===== config.mk =====
export PLATFORM = sky130hd
export DESIGN_NAME = debug_sba
export DESIGN_NICKNAME = d
export VERILOG_FILES = /design/src/rtl/debug_pkg.sv /design/src/rtl/debug_sba_lane.sv /design/src/rtl/debug_sba.sv
export SDC_FILE = /design/constraint.sdc
export NUM_CORES = 1
export LEC_CHECK = 0
export BUFFER_PORTS_ARGS = -buffer_cell sky130_fd_sc_hd__buf_4
export CAP_MARGIN = 20
export CELL_PAD_IN_SITES_DETAIL_PLACEMENT = 0
export CELL_PAD_IN_SITES_GLOBAL_PLACEMENT = 1
export CORE_MARGIN = 2
export CORE_UTILIZATION = 44
export CTS_CLUSTER_SIZE = 20
export DETAILED_ROUTE_END_ITERATION = 10
export GPL_TIMING_DRIVEN = 0
export PLACE_DENSITY_LB_ADDON = 0.1
export SETUP_SLACK_MARGIN = 0.02
export SLEW_MARGIN = 20
export SYNTH_ARGS = -nofsm -noshare
export SYNTH_HDL_FRONTEND = slang
export SYNTH_SLANG_ARGS = --single-unit

===== constraint.sdc =====
create_clock -name clk -period 7.9 [get_ports clk]
set_input_delay 2.37 -clock clk [delete_from_list [all_inputs] [get_ports clk]]
set_output_delay 2.37 -clock clk [all_outputs]
set_load 0.005 [all_outputs]

===== src/rtl/debug_pkg.sv =====
// Shared debug-module types: DMI register map, sbcs layout and the SBA FSM state.
package debug;

    typedef enum logic [7:0] {
        DMI_SBCS       = 8'h38,
        DMI_SBADDRESS0 = 8'h39,
        DMI_SBDATA0    = 8'h3C
    } dcsr_e;

    typedef enum logic [2:0] {
        SBV_LEGACY = 3'd0,
        SBV_1_0    = 3'd1
    } sbversion_e;

    typedef enum logic [2:0] {
        SBA_8BIT   = 3'd0,
        SBA_16BIT  = 3'd1,
        SBA_32BIT  = 3'd2,
        SBA_64BIT  = 3'd3,
        SBA_128BIT = 3'd4
    } sbaccess_e;

    typedef enum logic [2:0] {
        SBE_NONE      = 3'd0,
        SBE_TIMEOUT   = 3'd1,
        SBE_BADADDR   = 3'd2,
        SBE_ALIGNMENT = 3'd3,
        SBE_SIZE      = 3'd4,
        SBE_OTHER     = 3'd7
    } sberr_e;

    typedef struct packed {
        sbversion_e sbversion;
        logic [5:0] zero0;
        logic       busyerror;
        logic       busy;
        logic       readonaddr;
        sbaccess_e  access;
        logic       autoincrement;
        logic       readondata;
        sberr_e     error;
        logic [6:0] asize;
        logic       access128;
        logic       access64;
        logic       access32;
        logic       access16;
        logic       access8;
    } sbcs_t;

    typedef enum logic {
        SBA_IDLE = 1'b0,
        SBA_BUSY = 1'b1
    } sba_state_e;

    localparam int unsigned SBA_ADDR_W = 32;
    localparam logic [6:0]  SBA_ASIZE  = 7'd32;

    // Only byte, halfword and word accesses are implemented.
    function automatic logic sba_size_ok(input sbaccess_e acc);
        return (acc == SBA_8BIT) || (acc == SBA_16BIT) || (acc == SBA_32BIT);
    endfunction

    // Natural alignment check for the low address bits.
    function automatic logic sba_misaligned(input sbaccess_e acc, input logic [1:0] off);
        logic res;
        res = 1'b0;
        case (acc)
            SBA_16BIT: res = off[0];
            SBA_32BIT: res = |off;
            default:   res = 1'b0;
        endcase
        return res;
    endfunction

    // Address step for autoincrement.
    function automatic logic [SBA_ADDR_W-1:0] sba_bytes(input sbaccess_e acc);
        logic [SBA_ADDR_W-1:0] res;
        res = '0;
        case (acc)
            SBA_8BIT:  res = 32'd1;
            SBA_16BIT: res = 32'd2;
            SBA_32BIT: res = 32'd4;
            default:   res = '0;
        endcase
        return res;
    endfunction

endpackage


===== src/rtl/debug_sba_lane.sv =====
// Byte-lane steering for system bus accesses: byte enables, write replication, read extraction.
module debug_sba_lane
    import debug::*;
(
    input  logic [2:0]  access_i,
    input  logic [1:0]  off_i,
    input  logic [31:0] wdata_i,
    input  logic [31:0] rdata_i,
    output logic [3:0]  be_c_o,
    output logic [31:0] wdata_c_o,
    output logic [31:0] rdata_c_o
);

    logic [31:0] shifted;

    // Shift read data down to lane 0, then select lanes by access size.
    always_comb begin
        shifted   = rdata_i >> {off_i, 3'b000};
        be_c_o    = '0;
        wdata_c_o = '0;
        rdata_c_o = '0;
        case (sbaccess_e'(access_i))
            SBA_8BIT: begin
                be_c_o    = 4'b0001 << off_i;
                wdata_c_o = {4{wdata_i[7:0]}};
                rdata_c_o = {24'd0, shifted[7:0]};
            end
            SBA_16BIT: begin
                be_c_o    = 4'b0011 << off_i;
                wdata_c_o = {2{wdata_i[15:0]}};
                rdata_c_o = {16'd0, shifted[15:0]};
            end
            SBA_32BIT: begin
                be_c_o    = 4'b1111;
                wdata_c_o = wdata_i;
                rdata_c_o = shifted;
            end
            default: ;
        endcase
    end

endmodule


===== src/rtl/debug_sba.sv =====
// Debug-module system bus access block: sbcs/sbaddress0/sbdata0 over DMI, single-beat bus master.
// Optional bus timeout enabled by defining DEBUG_SBA_TIMEOUT_EN.
module debug_sba
    import debug::*;
#(
    parameter int unsigned TIMEOUT_CYCLES = 255
) (
    input  logic        clk,
    input  logic        rst,
    input  logic        dmi_req_valid,
    input  logic [7:0]  dmi_addr,
    input  logic        dmi_write,
    input  logic [31:0] dmi_wdata,
    output logic        dmi_resp_valid,
    output logic [31:0] dmi_rdata,
    output logic        bus_req,
    output logic        bus_we,
    output logic [31:0] bus_addr,
    output logic [3:0]  bus_be,
    output logic [31:0] bus_wdata,
    input  logic        bus_ack,
    input  logic        bus_err,
    input  logic [31:0] bus_rdata
);

    sba_state_e  state_q, state_d;
    logic        busyerror_q, busyerror_d;
    logic        readonaddr_q, readonaddr_d;
    sbaccess_e   access_q, access_d;
    logic        autoinc_q, autoinc_d;
    logic        readondata_q, readondata_d;
    sberr_e      error_q, error_d;
    logic [31:0] sbaddr_q, sbaddr_d;
    logic [31:0] sbdata_q, sbdata_d;
    sbaccess_e   op_access_q, op_access_d;
    logic [1:0]  op_off_q, op_off_d;
    logic        bus_req_q, bus_req_d;
    logic        bus_we_q, bus_we_d;
    logic [31:0] bus_addr_q, bus_addr_d;
    logic [3:0]  bus_be_q, bus_be_d;
    logic [31:0] bus_wdata_q, bus_wdata_d;
    logic        resp_valid_q, resp_valid_d;
    logic [31:0] rdata_q, rdata_d;

    logic        trig_c;
    logic        trig_we_c;
    logic [31:0] trig_addr_c;
    logic [31:0] trig_data_c;
    logic [31:0] rd_data_c;
    sbcs_t       sbcs_rd_c;
    sbaccess_e   lane_access_c;
    logic [1:0]  lane_off_c;
    logic [3:0]  lane_be_c;
    logic [31:0] lane_wdata_c;
    logic [31:0] lane_rdata_c;

`ifdef DEBUG_SBA_TIMEOUT_EN
    localparam int unsigned TO_W = $clog2(TIMEOUT_CYCLES + 1);
    localparam logic [TO_W-1:0] TO_LAST = TO_W'(TIMEOUT_CYCLES - 1);
    logic [TO_W-1:0] to_cnt_q, to_cnt_d;
`endif

    // Lanes follow the pending trigger when idle and the latched operation when busy.
    assign lane_access_c = (state_q == SBA_BUSY) ? op_access_q : access_q;
    assign lane_off_c    = (state_q == SBA_BUSY) ? op_off_q : trig_addr_c[1:0];

    debug_sba_lane u_lane (
        .access_i  (lane_access_c),
        .off_i     (lane_off_c),
        .wdata_i   (trig_data_c),
        .rdata_i   (bus_rdata),
        .be_c_o    (lane_be_c),
        .wdata_c_o (lane_wdata_c),
        .rdata_c_o (lane_rdata_c)
    );

    // DMI read mux; sbcs reports fixed capabilities plus live status.
    always_comb begin
        sbcs_rd_c               = '0;
        sbcs_rd_c.sbversion     = SBV_1_0;
        sbcs_rd_c.busyerror     = busyerror_q;
        sbcs_rd_c.busy          = (state_q == SBA_BUSY);
        sbcs_rd_c.readonaddr    = readonaddr_q;
        sbcs_rd_c.access        = access_q;
        sbcs_rd_c.autoincrement = autoinc_q;
        sbcs_rd_c.readondata    = readondata_q;
        sbcs_rd_c.error         = error_q;
        sbcs_rd_c.asize         = SBA_ASIZE;
        sbcs_rd_c.access32      = 1'b1;
        sbcs_rd_c.access16      = 1'b1;
        sbcs_rd_c.access8       = 1'b1;
        case (dmi_addr)
            DMI_SBCS:       rd_data_c = sbcs_rd_c;
            DMI_SBADDRESS0: rd_data_c = sbaddr_q;
            DMI_SBDATA0:    rd_data_c = sbdata_q;
            default:        rd_data_c = '0;
        endcase
    end

    // Decode which DMI access would start a bus operation, and with what address/data.
    always_comb begin
        trig_c      = 1'b0;
        trig_we_c   = 1'b0;
        trig_addr_c = sbaddr_q;
        trig_data_c = sbdata_q;
        if (dmi_req_valid && (state_q == SBA_IDLE)) begin
            case (dmi_addr)
                DMI_SBADDRESS0: begin
                    if (dmi_write && readonaddr_q) begin
                        trig_c      = 1'b1;
                        trig_addr_c = dmi_wdata;
                    end
                end
                DMI_SBDATA0: begin
                    if (dmi_write) begin
                        trig_c      = 1'b1;
                        trig_we_c   = 1'b1;
                        trig_data_c = dmi_wdata;
                    end else if (readondata_q) begin
                        trig_c = 1'b1;
                    end
                end
                default: ;
            endcase
        end
    end

    // Next-state: register updates from DMI, FSM transitions and bus completion.
    always_comb begin
        state_d      = state_q;
        busyerror_d  = busyerror_q;
        readonaddr_d = readonaddr_q;
        access_d     = access_q;
        autoinc_d    = autoinc_q;
        readondata_d = readondata_q;
        error_d      = error_q;
        sbaddr_d     = sbaddr_q;
        sbdata_d     = sbdata_q;
        op_access_d  = op_access_q;
        op_off_d     = op_off_q;
        bus_req_d    = bus_req_q;
        bus_we_d     = bus_we_q;
        bus_addr_d   = bus_addr_q;
        bus_be_d     = bus_be_q;
        bus_wdata_d  = bus_wdata_q;
        resp_valid_d = dmi_req_valid;
        rdata_d      = '0;
`ifdef DEBUG_SBA_TIMEOUT_EN
        to_cnt_d     = to_cnt_q;
`endif

        if (dmi_req_valid) begin
            if (!dmi_write) rdata_d = rd_data_c;
            case (dmi_addr)
                DMI_SBCS: begin
                    if (dmi_write) begin
                        busyerror_d  = busyerror_q & ~dmi_wdata[22];
                        readonaddr_d = dmi_wdata[20];
                        access_d     = sbaccess_e'(dmi_wdata[19:17]);
                        autoinc_d    = dmi_wdata[16];
                        readondata_d = dmi_wdata[15];
                        error_d      = sberr_e'(error_q & ~dmi_wdata[14:12]);
                    end
                end
                DMI_SBADDRESS0: begin
                    if (state_q == SBA_BUSY) busyerror_d = 1'b1;
                    else if (dmi_write)      sbaddr_d    = dmi_wdata;
                end
                DMI_SBDATA0: begin
                    if (state_q == SBA_BUSY) busyerror_d = 1'b1;
                    else if (dmi_write)      sbdata_d    = dmi_wdata;
                end
                default: ;
            endcase
        end

        case (state_q)
            SBA_IDLE: begin
                if (trig_c && !busyerror_q && (error_q == SBE_NONE)) begin
                    if (!sba_size_ok(access_q)) begin
                        error_d = SBE_SIZE;
                    end else if (sba_misaligned(access_q, trig_addr_c[1:0])) begin
                        error_d = SBE_ALIGNMENT;
                    end else begin
                        state_d     = SBA_BUSY;
                        op_access_d = access_q;
                        op_off_d    = trig_addr_c[1:0];
                        bus_req_d   = 1'b1;
                        bus_we_d    = trig_we_c;
                        bus_addr_d  = {trig_addr_c[31:2], 2'b00};
                        bus_be_d    = lane_be_c;
                        bus_wdata_d = trig_we_c ? lane_wdata_c : '0;
`ifdef DEBUG_SBA_TIMEOUT_EN
                        to_cnt_d    = '0;
`endif
                    end
                end
            end
            SBA_BUSY: begin
                if (bus_ack) begin
                    state_d     = SBA_IDLE;
                    bus_req_d   = 1'b0;
                    bus_we_d    = 1'b0;
                    bus_addr_d  = '0;
                    bus_be_d    = '0;
                    bus_wdata_d = '0;
                    if (bus_err) begin
                        error_d = SBE_OTHER;
                    end else begin
                        if (!bus_we_q) sbdata_d = lane_rdata_c;
                        if (autoinc_q) sbaddr_d = sbaddr_q + sba_bytes(op_access_q);
                    end
`ifdef DEBUG_SBA_TIMEOUT_EN
                end else if (to_cnt_q == TO_LAST) begin
                    state_d     = SBA_IDLE;
                    bus_req_d   = 1'b0;
                    bus_we_d    = 1'b0;
                    bus_addr_d  = '0;
                    bus_be_d    = '0;
                    bus_wdata_d = '0;
                    error_d     = SBE_TIMEOUT;
                end else begin
                    to_cnt_d = to_cnt_q + TO_W'(1);
`endif
                end
            end
            default: state_d = SBA_IDLE;
        endcase
    end

    // State and register file, cleared by asynchronous reset.
    always_ff @(posedge clk or posedge rst) begin
        if (rst) begin
            state_q      <= SBA_IDLE;
            busyerror_q  <= 1'b0;
            readonaddr_q <= 1'b0;
            access_q     <= SBA_8BIT;
            autoinc_q    <= 1'b0;
            readondata_q <= 1'b0;
            error_q      <= SBE_NONE;
            sbaddr_q     <= '0;
            sbdata_q     <= '0;
            op_access_q  <= SBA_8BIT;
            op_off_q     <= '0;
            bus_req_q    <= 1'b0;
            bus_we_q     <= 1'b0;
            bus_addr_q   <= '0;
            bus_be_q     <= '0;
            bus_wdata_q  <= '0;
            resp_valid_q <= 1'b0;
            rdata_q      <= '0;
`ifdef DEBUG_SBA_TIMEOUT_EN
            to_cnt_q     <= '0;
`endif
        end else begin
            state_q      <= state_d;
            busyerror_q  <= busyerror_d;
            readonaddr_q <= readonaddr_d;
            access_q     <= access_d;
            autoinc_q    <= autoinc_d;
            readondata_q <= readondata_d;
            error_q      <= error_d;
            sbaddr_q     <= sbaddr_d;
            sbdata_q     <= sbdata_d;
            op_access_q  <= op_access_d;
            op_off_q     <= op_off_d;
            bus_req_q    <= bus_req_d;
            bus_we_q     <= bus_we_d;
            bus_addr_q   <= bus_addr_d;
            bus_be_q     <= bus_be_d;
            bus_wdata_q  <= bus_wdata_d;
            resp_valid_q <= resp_valid_d;
            rdata_q      <= rdata_d;
`ifdef DEBUG_SBA_TIMEOUT_EN
            to_cnt_q     <= to_cnt_d;
`endif
        end
    end

    assign dmi_resp_valid = resp_valid_q;
    assign dmi_rdata      = rdata_q;
    assign bus_req        = bus_req_q;
    assign bus_we         = bus_we_q;
    assign bus_addr       = bus_addr_q;
    assign bus_be         = bus_be_q;
    assign bus_wdata      = bus_wdata_q;

endmodule


==> impl_metrics.csv <==
group,metric,value,unit
run_status,outcome,"finished, final reports clean",
route,wl_per_cell,26.5,um
yosys,ys_seq_elements,181,
critical_path,r2r_cells,7,
route,viasPerCell,6.25,
yosys,synth-adder-area-share,0.00576,
yosys,ys_types,83,
global_route,grt_usage,0.331,
clock_network,cts_tree,"yes",
place,post_dp_cell_area,11700,um2
place,gp_congestion,0.953,
sta,slew_viol_final,0,
critical_path,worstPathMaxFanout,10,
yosys,synthArstFlopShare,1.00,
die,die_w,155,um
clock_network,clkLatencyLatePin,440,ps
global_route,grt_pass1_wl,58000,um
critical_path,r2r-start,"state_q",
cells_and_area,nNetsFinal,1277,
yosys,muxShareOfSynthArea,0.144,
run,drv_cap,0,
min_path,hp-start,"bus_req",
cells_and_area,layout-drive-gt1-share,0.237,
global_route,grt_start_max_net_pins,102,
die,core_area,22400,um2
critical_path,start_kind,"primary input",
sta,worst_pin_slew,1190,ps
clock_network,post_cts_buffers,0,
yosys,synth_ff_type,"dfrtp_1",
sta,fin_skew,14.4,ps
clock_network,htreeDepth,4,
yosys,syn_avg_cell_area,9.99,um2
clock_network,clockBufferDepth,2,
critical_path,max_stage_delay,970,ps
clock_network,cts_hold_buf,0,
min_path,hold_depth,2,
critical_path,r2r_slack,4860,ps
yosys,ys_seq_area_frac,0.453,
cells_and_area,fillCellCount,2082,
sta,hold_viol,0,
sta,fmax,219,MHz
die,io_pins,181,
yosys,synth_area,9990,um2
yosys,synthSimpleGateAreaFrac,0.158,
global_route,overflow,0,
power,ir_drop,0.150,mV
route,first_pass_iters,6,
min_path,min_path_type,"reg -> reg",
critical_path,path_class,"in -> reg",
clock_network,clock-root-buffer,"clkbuf_16",
power,power.density,167,nW/um2
sta,period_share,0.579,
cells_and_area,final_area,12300,um2
die,die_h,155,um
yosys,ys_warn_count,0,
global_route,grt_pass1_vias,9018,
critical_path,path_cells,"buf_4 -> nand2_1 -> clkbuf_1 -> nor3_1 -> clkbuf_1 -> buf_2 -> o22ai_1",
critical_path,reg2reg_to,"sbdata_q[20]",
sta,rsz0062_at_grt,"false",
yosys,synth_top_family_by_area,"compound AO/OA/AOI/OAI gates",
critical_path,required,8190,ps
die,initial_core_util,0.445,
clock_network,cts_inserted_buffers,17,
power,p_leak,0.00577,uW
place,port_buffers,174,
place,hpwl,28900,um
min_path,hold-path-endpoint,"bus_req",
die,die_area,23900,um2
yosys,synth_edf_count,0,
route,ant_nets,0,
sta,tns,0,ps
die,rows,55,
sta,layout_min_cycle_time,4580,ps
yosys,netlist_instances,1000,
route,drc_errors,0,
critical_path,cp_slowest_cell,"nor3_1",
sta,slew_headroom,0.202,
clock_network,cts.reportedPaths.clkPinSlew,70,ps
cells_and_area,seq_area,4530,um2
route,drt_iter0_drc,1143,
critical_path,cp_common_cell,"clkbuf_1",
cells_and_area,synthToLayoutAreaGrowth,23.0,%
critical_path,crit_path_end_kind,"register",
clock_network,cts_resized,0,
global_route,antenna_found_initial,1,
yosys,synthXorXnorAreaFrac,0.00263,
route,vias,9337,
route,wirelength,39500,um
cells_and_area,multiInputGateArea,4980,um2
clock_network,clkSinkCount,181,
sta,setup_viol,0,
critical_path,crit_arrival,4870,ps
yosys,synth_compound_area_frac,0.186,
cells_and_area,fin_util,0.548,
cells_and_area,n_antenna_cell,0,
==> worst max-delay path by stage <==
stage                start      endpoint  slack [ps]  cells past startpoint
2_1_floorplan          rst   access_q[0]         610                      1
3_3_place_gp           rst  bus_wdata[6]       -1750                      2
3_5_place_dp       bus_ack  sbdata_q[23]        2970                      7
4_1_cts        dmi_addr[6]  sbaddr_q[21]        3440                      7
5_1_grt            bus_ack  sbdata_q[30]        3250                      7
6_report           bus_ack  sbdata_q[20]        3320                      7
==> sequential cells by signal, indices dropped and copies added (netlist names), 3 cells and up <==
name,count
bus_wdata,32
error_q,3
dmi_rdata,32
sbdata_q,32
access_q,3
sbaddr_q,32
bus_addr,30
op_access_q,3
bus_be,4
==> power breakdown <==
part / leakage, uW / switching [uW] / internal [uW]
Sequential: 0.00248 / 21.9 / 946
Combinational: 0.00301 / 129 / 78.9
Clock: 0.000291 / 427 / 452
Total: 0.00577 / 578 / 1480
==> cell families after synthesis <==
family / Yosys count
compound gates: 247
mux: 137
other cells: 1
buf+inv: 105
xor+xnor: 3
flops: 181
simple gates: 322
fa+ha+maj: 4
==> cells in the final DEF (no fill, tap or decap), types with 9 or more instances in the layout <==
master       n
a22oi_1     25
o21ai_0     22
dfrtp_1    181
clkbuf_1    46
mux2_2      14
and3_1      18
a32o_1       9
inv_1       23
buf_4      179
a21oi_1     67
nand3_1     14
o2bb2ai_1   12
nand2_1    101
nor2_1      98
mux2_1      12
mux2i_1    104
buf_2       16
o22ai_1     16
nand4_1     12
clkbuf_16   17
a31oi_1     17
nor3_1      20
==> through the flow <==
step                      setup WS, ps  cells  hold WS [ps]  total power [uW]
after floorplan                    615   1001           465              1070
after global placement           -1750   1460           470              1190
after detailed placement          2970   1461           471              1190
after CTS                         3440   1493           489              2060
after global routing              3250   1493           511              2120
final                             3320   1493           481              2060
==> Yosys cell counts, types with 3 or more instances <==
cell type	instances	area, um2
or3_1	4	25.0
a211oi_1	6	45.0
nor2b_1	4	25.0
o21ai_0	22	110
nor2_1	98	368
dfrtp_1	181	4530
nor4_1	7	43.8
a22oi_1	25	188
mux2_2	14	158
and3_1	18	113
o2bb2ai_1	12	105
o221ai_2	8	120
buf_4	5	37.5
mux2_4	7	105
buf_2	16	80.1
inv_1	24	90.1
o221a_2	4	45.0
buf_6	8	90.1
nor3_1	20	100
nand2_1	101	379
o32ai_1	4	35.0
and4_1	3	26.3
and2_1	6	37.5
mux2_1	12	135
mux2i_1	104	1040
o22ai_1	16	100
a221o_1	8	80.1
buf_1	5	18.8
nand2b_1	6	37.5
a222oi_1	8	80.1
nand3_1	14	70.1
a21o_1	8	60.1
a21oi_1	67	335
a311oi_1	7	61.3
a31oi_1	17	106
or4_1	4	30.0
nand4_1	12	75.1
ha_1	3	37.5
nand4b_1	4	35.0
a32o_1	9	90.1
clkbuf_1	45	169
==> worst max-delay path: cells and delay by family <==
| kind | cells | cell delay, ps |
|---|---|---|
| buf+inv | 4 | 1330 |
| simple gates | 2 | 1060 |
| compound gates | 1 | 110 |
==> cell type report <==
| class | count | share of cell area |
|---|---|---|
| tap | 285 | 0.0290 |
| timing repair buffer | 175 | 0.109 |
| buffer | 81 | 0.0330 |
| inverter | 24 | 0.00794 |
| sequential | 181 | 0.369 |
| clock buffer | 18 | 0.0349 |
| multi-input combinational | 715 | 0.405 |
| clock inverter | 14 | 0.0130 |
==> routing by layer <==
layer / GRT usage / up-vias / share of wire
li1: - / 4105 / -
met1: 0.454 / 4610 / 0.42
met2: 0.511 / 530 / 0.45
met3: 0.0625 / 92 / 0.089
met4: 0.151 / 0 / 0.044
met5: 0 / - / 0
(Power assumes the default switching activity.)
